===== src/rtl/fab_cfg_pkg.sv =====
// Shared definitions for the fabric configuration frame loader: FSM states,
// default sync word and header field positions.
package fab_cfg_pkg;

    typedef enum logic [2:0] {
        ST_IDLE   = 3'd0,
        ST_HDR    = 3'd1,
        ST_DATA   = 3'd2,
        ST_CHK    = 3'd3,
        ST_STROBE = 3'd4,
        ST_GAP    = 3'd5
    } state_t;

    localparam logic [31:0] SYNC_WORD_DEF = 32'hFAB0_FAB1;

    localparam int DESYNC_BIT = 31;
    localparam int COL_MSB    = 23;
    localparam int COL_LSB    = 16;
    localparam int FRAME_MSB  = 7;
    localparam int FRAME_LSB  = 0;

endpackage


===== src/rtl/fab_frame_strobe_dec.sv =====
// Decodes a {column, frame} address into a one-hot latch enable; flags range.
// Latency: combinational. Backpressure: none.
module fab_frame_strobe_dec #(
    parameter int NUM_COLS       = 8,
    parameter int FRAMES_PER_COL = 20
) (
    input  logic [7:0]                         i_col,
    input  logic [7:0]                         i_frame,
    input  logic                               i_en,
    output logic [NUM_COLS*FRAMES_PER_COL-1:0] o_strobe,
    output logic                               o_in_range
);

    int w_idx;

    assign o_in_range = (int'(i_col) < NUM_COLS) && (int'(i_frame) < FRAMES_PER_COL);
    assign w_idx      = int'(i_col) * FRAMES_PER_COL + int'(i_frame);

    always_comb begin
        o_strobe = '0;
        for (int i = 0; i < NUM_COLS * FRAMES_PER_COL; i++) begin
            o_strobe[i] = i_en && o_in_range && (w_idx == i);
        end
    end

endmodule


===== src/rtl/fab_frame_loader.sv =====
// Assembles config frames from a word stream and strobes one latch row per frame.
// Latency: strobe starts the cycle after the last frame word, held STROBE_CYCLES, then 1 gap cycle.
// Backpressure: s_ready low during strobe+gap; FAB_LOADER_CHECKSUM_EN adds a checksum word per frame.
module fab_frame_loader
    import fab_cfg_pkg::*;
#(
    parameter int                 DATA_W          = 32,
    parameter int                 WORDS_PER_FRAME = 1,
    parameter int                 NUM_COLS        = 8,
    parameter int                 FRAMES_PER_COL  = 20,
    parameter int                 STROBE_CYCLES   = 2,
    parameter logic [DATA_W-1:0]  SYNC_WORD       = SYNC_WORD_DEF
) (
    input  logic                                 CLK,
    input  logic                                 resetn,
    input  logic [DATA_W-1:0]                    s_data,
    input  logic                                 s_valid,
    output logic                                 s_ready,
    output logic [DATA_W*WORDS_PER_FRAME-1:0]    FrameData,
    output logic [NUM_COLS*FRAMES_PER_COL-1:0]   FrameStrobe,
    output logic                                 busy,
    output logic                                 configured,
    output logic                                 err
);

    localparam int FW   = DATA_W * WORDS_PER_FRAME;
    localparam int WC_W = (WORDS_PER_FRAME > 1) ? $clog2(WORDS_PER_FRAME) : 1;
    localparam int SC_W = (STROBE_CYCLES > 1) ? $clog2(STROBE_CYCLES) : 1;

    state_t            r_state;
    logic [7:0]        r_col;
    logic [7:0]        r_frame;
    logic [WC_W-1:0]   r_wcnt;
    logic [SC_W-1:0]   r_scnt;
    logic [FW-1:0]     r_data;
    logic              r_ok;
    logic              r_configured;
    logic              r_err;
`ifdef FAB_LOADER_CHECKSUM_EN
    logic [DATA_W-1:0] r_chk;
`endif

    logic w_xfer;
    logic w_last_word;
    logic w_in_range;

    assign s_ready     = (r_state == ST_IDLE) || (r_state == ST_HDR) ||
                         (r_state == ST_DATA) || (r_state == ST_CHK);
    assign w_xfer      = s_valid && s_ready;
    assign w_last_word = (r_wcnt == WC_W'(WORDS_PER_FRAME - 1));

    assign FrameData  = r_data;
    assign busy       = (r_state != ST_IDLE);
    assign configured = r_configured;
    assign err        = r_err;

    // Strobe is a pure decode of state so an async reset drops it immediately.
    fab_frame_strobe_dec #(
        .NUM_COLS       (NUM_COLS),
        .FRAMES_PER_COL (FRAMES_PER_COL)
    ) u_dec (
        .i_col      (r_col),
        .i_frame    (r_frame),
        .i_en       ((r_state == ST_STROBE) && r_ok),
        .o_strobe   (FrameStrobe),
        .o_in_range (w_in_range)
    );

    always_ff @(posedge CLK or negedge resetn) begin
        if (!resetn) begin
            r_state      <= ST_IDLE;
            r_col        <= '0;
            r_frame      <= '0;
            r_wcnt       <= '0;
            r_scnt       <= '0;
            r_data       <= '0;
            r_ok         <= 1'b0;
            r_configured <= 1'b0;
            r_err        <= 1'b0;
`ifdef FAB_LOADER_CHECKSUM_EN
            r_chk        <= '0;
`endif
        end else begin
            case (r_state)
                ST_IDLE: begin
                    if (w_xfer && (s_data == SYNC_WORD)) begin
                        r_state      <= ST_HDR;
                        r_err        <= 1'b0;
                        r_configured <= 1'b0;
                    end
                end
                ST_HDR: begin
                    if (w_xfer) begin
                        if (s_data[DESYNC_BIT]) begin
                            r_state      <= ST_IDLE;
                            r_configured <= 1'b1;
                        end else begin
                            r_col   <= s_data[COL_MSB:COL_LSB];
                            r_frame <= s_data[FRAME_MSB:FRAME_LSB];
                            r_wcnt  <= '0;
                            r_state <= ST_DATA;
`ifdef FAB_LOADER_CHECKSUM_EN
                            r_chk   <= s_data;
`endif
                        end
                    end
                end
                ST_DATA: begin
                    if (w_xfer) begin
                        r_data <= (r_data << DATA_W) | FW'(s_data);
                        r_wcnt <= r_wcnt + 1'b1;
`ifdef FAB_LOADER_CHECKSUM_EN
                        r_chk  <= r_chk ^ s_data;
                        if (w_last_word) r_state <= ST_CHK;
`else
                        if (w_last_word) begin
                            r_state <= ST_STROBE;
                            r_scnt  <= '0;
                            r_ok    <= w_in_range;
                            if (!w_in_range) r_err <= 1'b1;
                        end
`endif
                    end
                end
                ST_CHK: begin
`ifdef FAB_LOADER_CHECKSUM_EN
                    if (w_xfer) begin
                        r_state <= ST_STROBE;
                        r_scnt  <= '0;
                        r_ok    <= w_in_range && (s_data == r_chk);
                        if (!w_in_range || (s_data != r_chk)) r_err <= 1'b1;
                    end
`else
                    r_state <= ST_IDLE;
`endif
                end
                ST_STROBE: begin
                    if (r_scnt == SC_W'(STROBE_CYCLES - 1)) r_state <= ST_GAP;
                    else                                   r_scnt  <= r_scnt + 1'b1;
                end
                ST_GAP:  r_state <= ST_HDR;
                default: r_state <= ST_IDLE;
            endcase
        end
    end

endmodule


===== config.mk =====
export PLATFORM = sky130hd
export DESIGN_NAME = fab_frame_loader
export DESIGN_NICKNAME = d
export VERILOG_FILES = /design/src/rtl/fab_cfg_pkg.sv /design/src/rtl/fab_frame_strobe_dec.sv /design/src/rtl/fab_frame_loader.sv
export SDC_FILE = /design/constraint.sdc
export NUM_CORES = 1
export LEC_CHECK = 0
export CAP_MARGIN = 20
export CELL_PAD_IN_SITES_DETAIL_PLACEMENT = 1
export CELL_PAD_IN_SITES_GLOBAL_PLACEMENT = 1
export CORE_MARGIN = 2
export CORE_UTILIZATION = 29
export DETAILED_ROUTE_END_ITERATION = 8
export PLACE_DENSITY_LB_ADDON = 0.1
export SLEW_MARGIN = 30
export SYNTH_ARGS = -nofsm -noshare
export SYNTH_HDL_FRONTEND = slang
export SYNTH_HIERARCHICAL = 1
export SYNTH_SLANG_ARGS = --single-unit

===== constraint.sdc =====
create_clock -name CLK -period 4.85 [get_ports CLK]
set_input_delay 0.97 -clock CLK [delete_from_list [all_inputs] [get_ports CLK]]
set_output_delay 0.97 -clock CLK [all_outputs]
set_load 0.005 [all_outputs]

==> flow_metrics.env <==
export IMPL_synth_async_sr_flop_share_pct=100
export IMPL_drive_above_1_share_pct=39.8
export IMPL_run_status="complete, no violations"
export IMPL_final_area_mm2=0.00800
export IMPL_overflow=0
export IMPL_clk_pin_slew_ps=70
export IMPL_critical_path_class="register to output port"
export IMPL_finalClockSkew_ps=3.41
export IMPL_maxSlewHeadroom_pct=52.5
export IMPL_tritoncts="done"
export IMPL_area_delta_synth_final_pct=75.7
export IMPL_ys_warn_count=6
export IMPL_n_fill_cell=1752
export IMPL_post_drt_wl_per_cell_um=21.3
export IMPL_fp_dieH_um=129
export IMPL_start_kind="register"
export IMPL_required_ps=3880
export IMPL_yosysTopAreaCellShare_pct=30.8
export IMPL_holdCritPathClass="register to register"
export IMPL_syn_avg_cell_area_um2=8.48
export IMPL_setup_viol=0
export IMPL_rsz0062_at_grt="true"
export IMPL_fin_ws_ps=73.5
export IMPL_antenna_found_initial=0
export IMPL_final_nets=837
export IMPL_grt_max_degree=57
export IMPL_tightest_slew_ps=713
export IMPL_syn_inst=537
export IMPL_dpl_hpwl_mm=14.7
export IMPL_synth_commonest_cells="nor3_1, nor4_1, dfrtp_1"
export IMPL_synth_edf_count=0
export IMPL_hold_viol_final=0
export IMPL_synth_flop_cell="dfrtp_1"
export IMPL_grt_pass1_vias=5618
export IMPL_cts_root_buf="clkbuf_16"
export IMPL_ys_seq_elements=56
export IMPL_synth_nets=592
export IMPL_clkLatencyLatePin_ps=300
export IMPL_drt_iter0_drc=195
export IMPL_yosys_top_cells_area="dfrtp_1, mux2_2, nor3_1"
export IMPL_cts_buffer_depth=2
export IMPL_die_area_mm2=0.0167
export IMPL_grtUsageTotal_pct=24.1
export IMPL_fin_crit_ps=4780
export IMPL_critPathArrivalTime_ps=3810
export IMPL_diodes=0
export IMPL_drt_total_wl_mm=21.2
export IMPL_drv_cap=0
export IMPL_final_antenna_net_count=0
export IMPL_die_w_um=129
export IMPL_start_util_pct=29.9
export IMPL_fmax_ghz=0.209
export IMPL_gp_congestion=0.806
export IMPL_reg2reg_slack_ps=2830
export IMPL_syn_cell_area_mm2=0.00456
export IMPL_min_period_over_period_pct=98.5
export IMPL_seq_area_frac_synth_pct=30.8
export IMPL_firstDrtPassIters=5
export IMPL_synth_top_cell_by_area="dfrtp_1"
export IMPL_grt_first_pass_wirelength_mm=31.9
export IMPL_cp_max_fo=8
export IMPL_drv_slew=0
export IMPL_ctsHoldBuffers=0
export IMPL_synth_distinct_cells=55
export IMPL_crit_path_end_kind="output port"
export IMPL_vias=5432
export IMPL_numCtsBuffers=5
export IMPL_clock_sink_count=56
export IMPL_pin_count=231
export IMPL_drc=0
export IMPL_dp_slack_ps=-130
export IMPL_io_buffer_count=230
export IMPL_h_tree_depth=2
export IMPL_place_area_mm2=0.00723
export IMPL_row_count=45
export IMPL_core_mm2=0.0153
export IMPL_vias_per_cell=5.46
export IMPL_yosysMostFrequentCell="nor3_1"
-- path summary, 6_finish.rpt --
kind | start | endpoint | cells after the start
setup / recovery | r_col[2]$_DFFE_PN0P_ | FrameStrobe[56] | 15
hold / removal | FrameData[4]$_DFFE_PN0P_ | FrameData[4]$_DFFE_PN0P_ | 1
max in group asynchronous | resetn | FrameData[15]$_DFFE_PN0P_ | 2
hold reg to reg | FrameData[4]$_DFFE_PN0P_ | FrameData[4]$_DFFE_PN0P_ | 1
min in group asynchronous | resetn | FrameData[31]$_DFFE_PN0P_ | 2
setup reg to reg | r_col[3]$_DFFE_PN0P_ | err$_DFFE_PN0P_ | 6
-- kinds of logic after synthesis --
logic type               synth area share, %
flip-flops                              30.8
buffers and inverters                   6.10
AND/OR/NAND/NOR                         35.5
multiplexers                            12.3
AO/OA/AOI/OAI                           6.56
adder cells (fa/ha/maj)                 5.82
XOR/XNOR                                2.88
-- cell type report --
class	count	area, um2	area share (%)
multi-input cells	423	3620	45.2
repair buffers	286	2500	31.2
flip-flops and latches	56	1400	17.5
well taps	211	264	3.30
clock buffers	7	153	1.91
inverters	10	37.5	0.469
clock inverters	1	30.0	0.375
-- per-layer routing --
metal / up-vias / GRT usage (%) / share of wire, %
li1: 2503 / - / -
met1: 2707 / 28.5 / 39
met2: 197 / 43.3 / 51
met3: 25 / 5.41 / 8.3
met4: 0 / 7.61 / 2.0
met5: - / 0 / 0
-- state kept, by name, indices dropped and copies added, names as in the netlist --
| name | flops |
|---|---|
| r_ok | 1 |
| r_state | 3 |
| r_wcnt | 1 |
| r_frame | 8 |
| FrameData | 32 |
| r_col | 8 |
| err | 1 |
| configured | 1 |
| r_scnt | 1 |
-- cells in the final DEF (no fill, tap or decap), types with 36 or more instances in the layout --
| cell | n |
|---|---|
| dfrtp_1 | 56 |
| nand2_1 | 49 |
| clkdlybuf4s50_1 | 69 |
| buf_2 | 58 |
| dlygate4sd2_1 | 63 |
| mux2_2 | 48 |
| nor3_2 | 44 |
| nor3_1 | 53 |
| buf_4 | 36 |
-- worst max-delay path: stages, from the launching register on --
cell and delay [ps]:
dfrtp_1 410, ha_1 330, inv_1 90, fa_2 430
xnor2_2 140, ha_2 180, or3_4 380, a2111oi_4 200
o22ai_2 150, o2bb2ai_4 170, buf_4 150, nand4_1 90
buf_4 180, buf_2 180, nor3_1 180, clkdlybuf4s15_1 250
-- repair_timing --
item,CTS,global route
resized for setup,450,80
buffers inserted,10,2
gates cloned,6,2
setup endpoints to repair,160,160
pin swaps,22,10
-- metrics by stage --
step,cells,TNS (ps),hold slack [ps],util (%)
3_5_place_dp,966,-3760,496,47.4
5_1_grt,994,-2950,518,52.5
6_report,994,0,504,52.5
4_1_cts,990,-456,511,50.9
3_3_place_gp,966,-14.4,487,47.4
2_1_floorplan,537,0,472,-
Power is not shown: default switching activity piles up to over one toggle a cycle in this logic, so the estimate is an artifact.
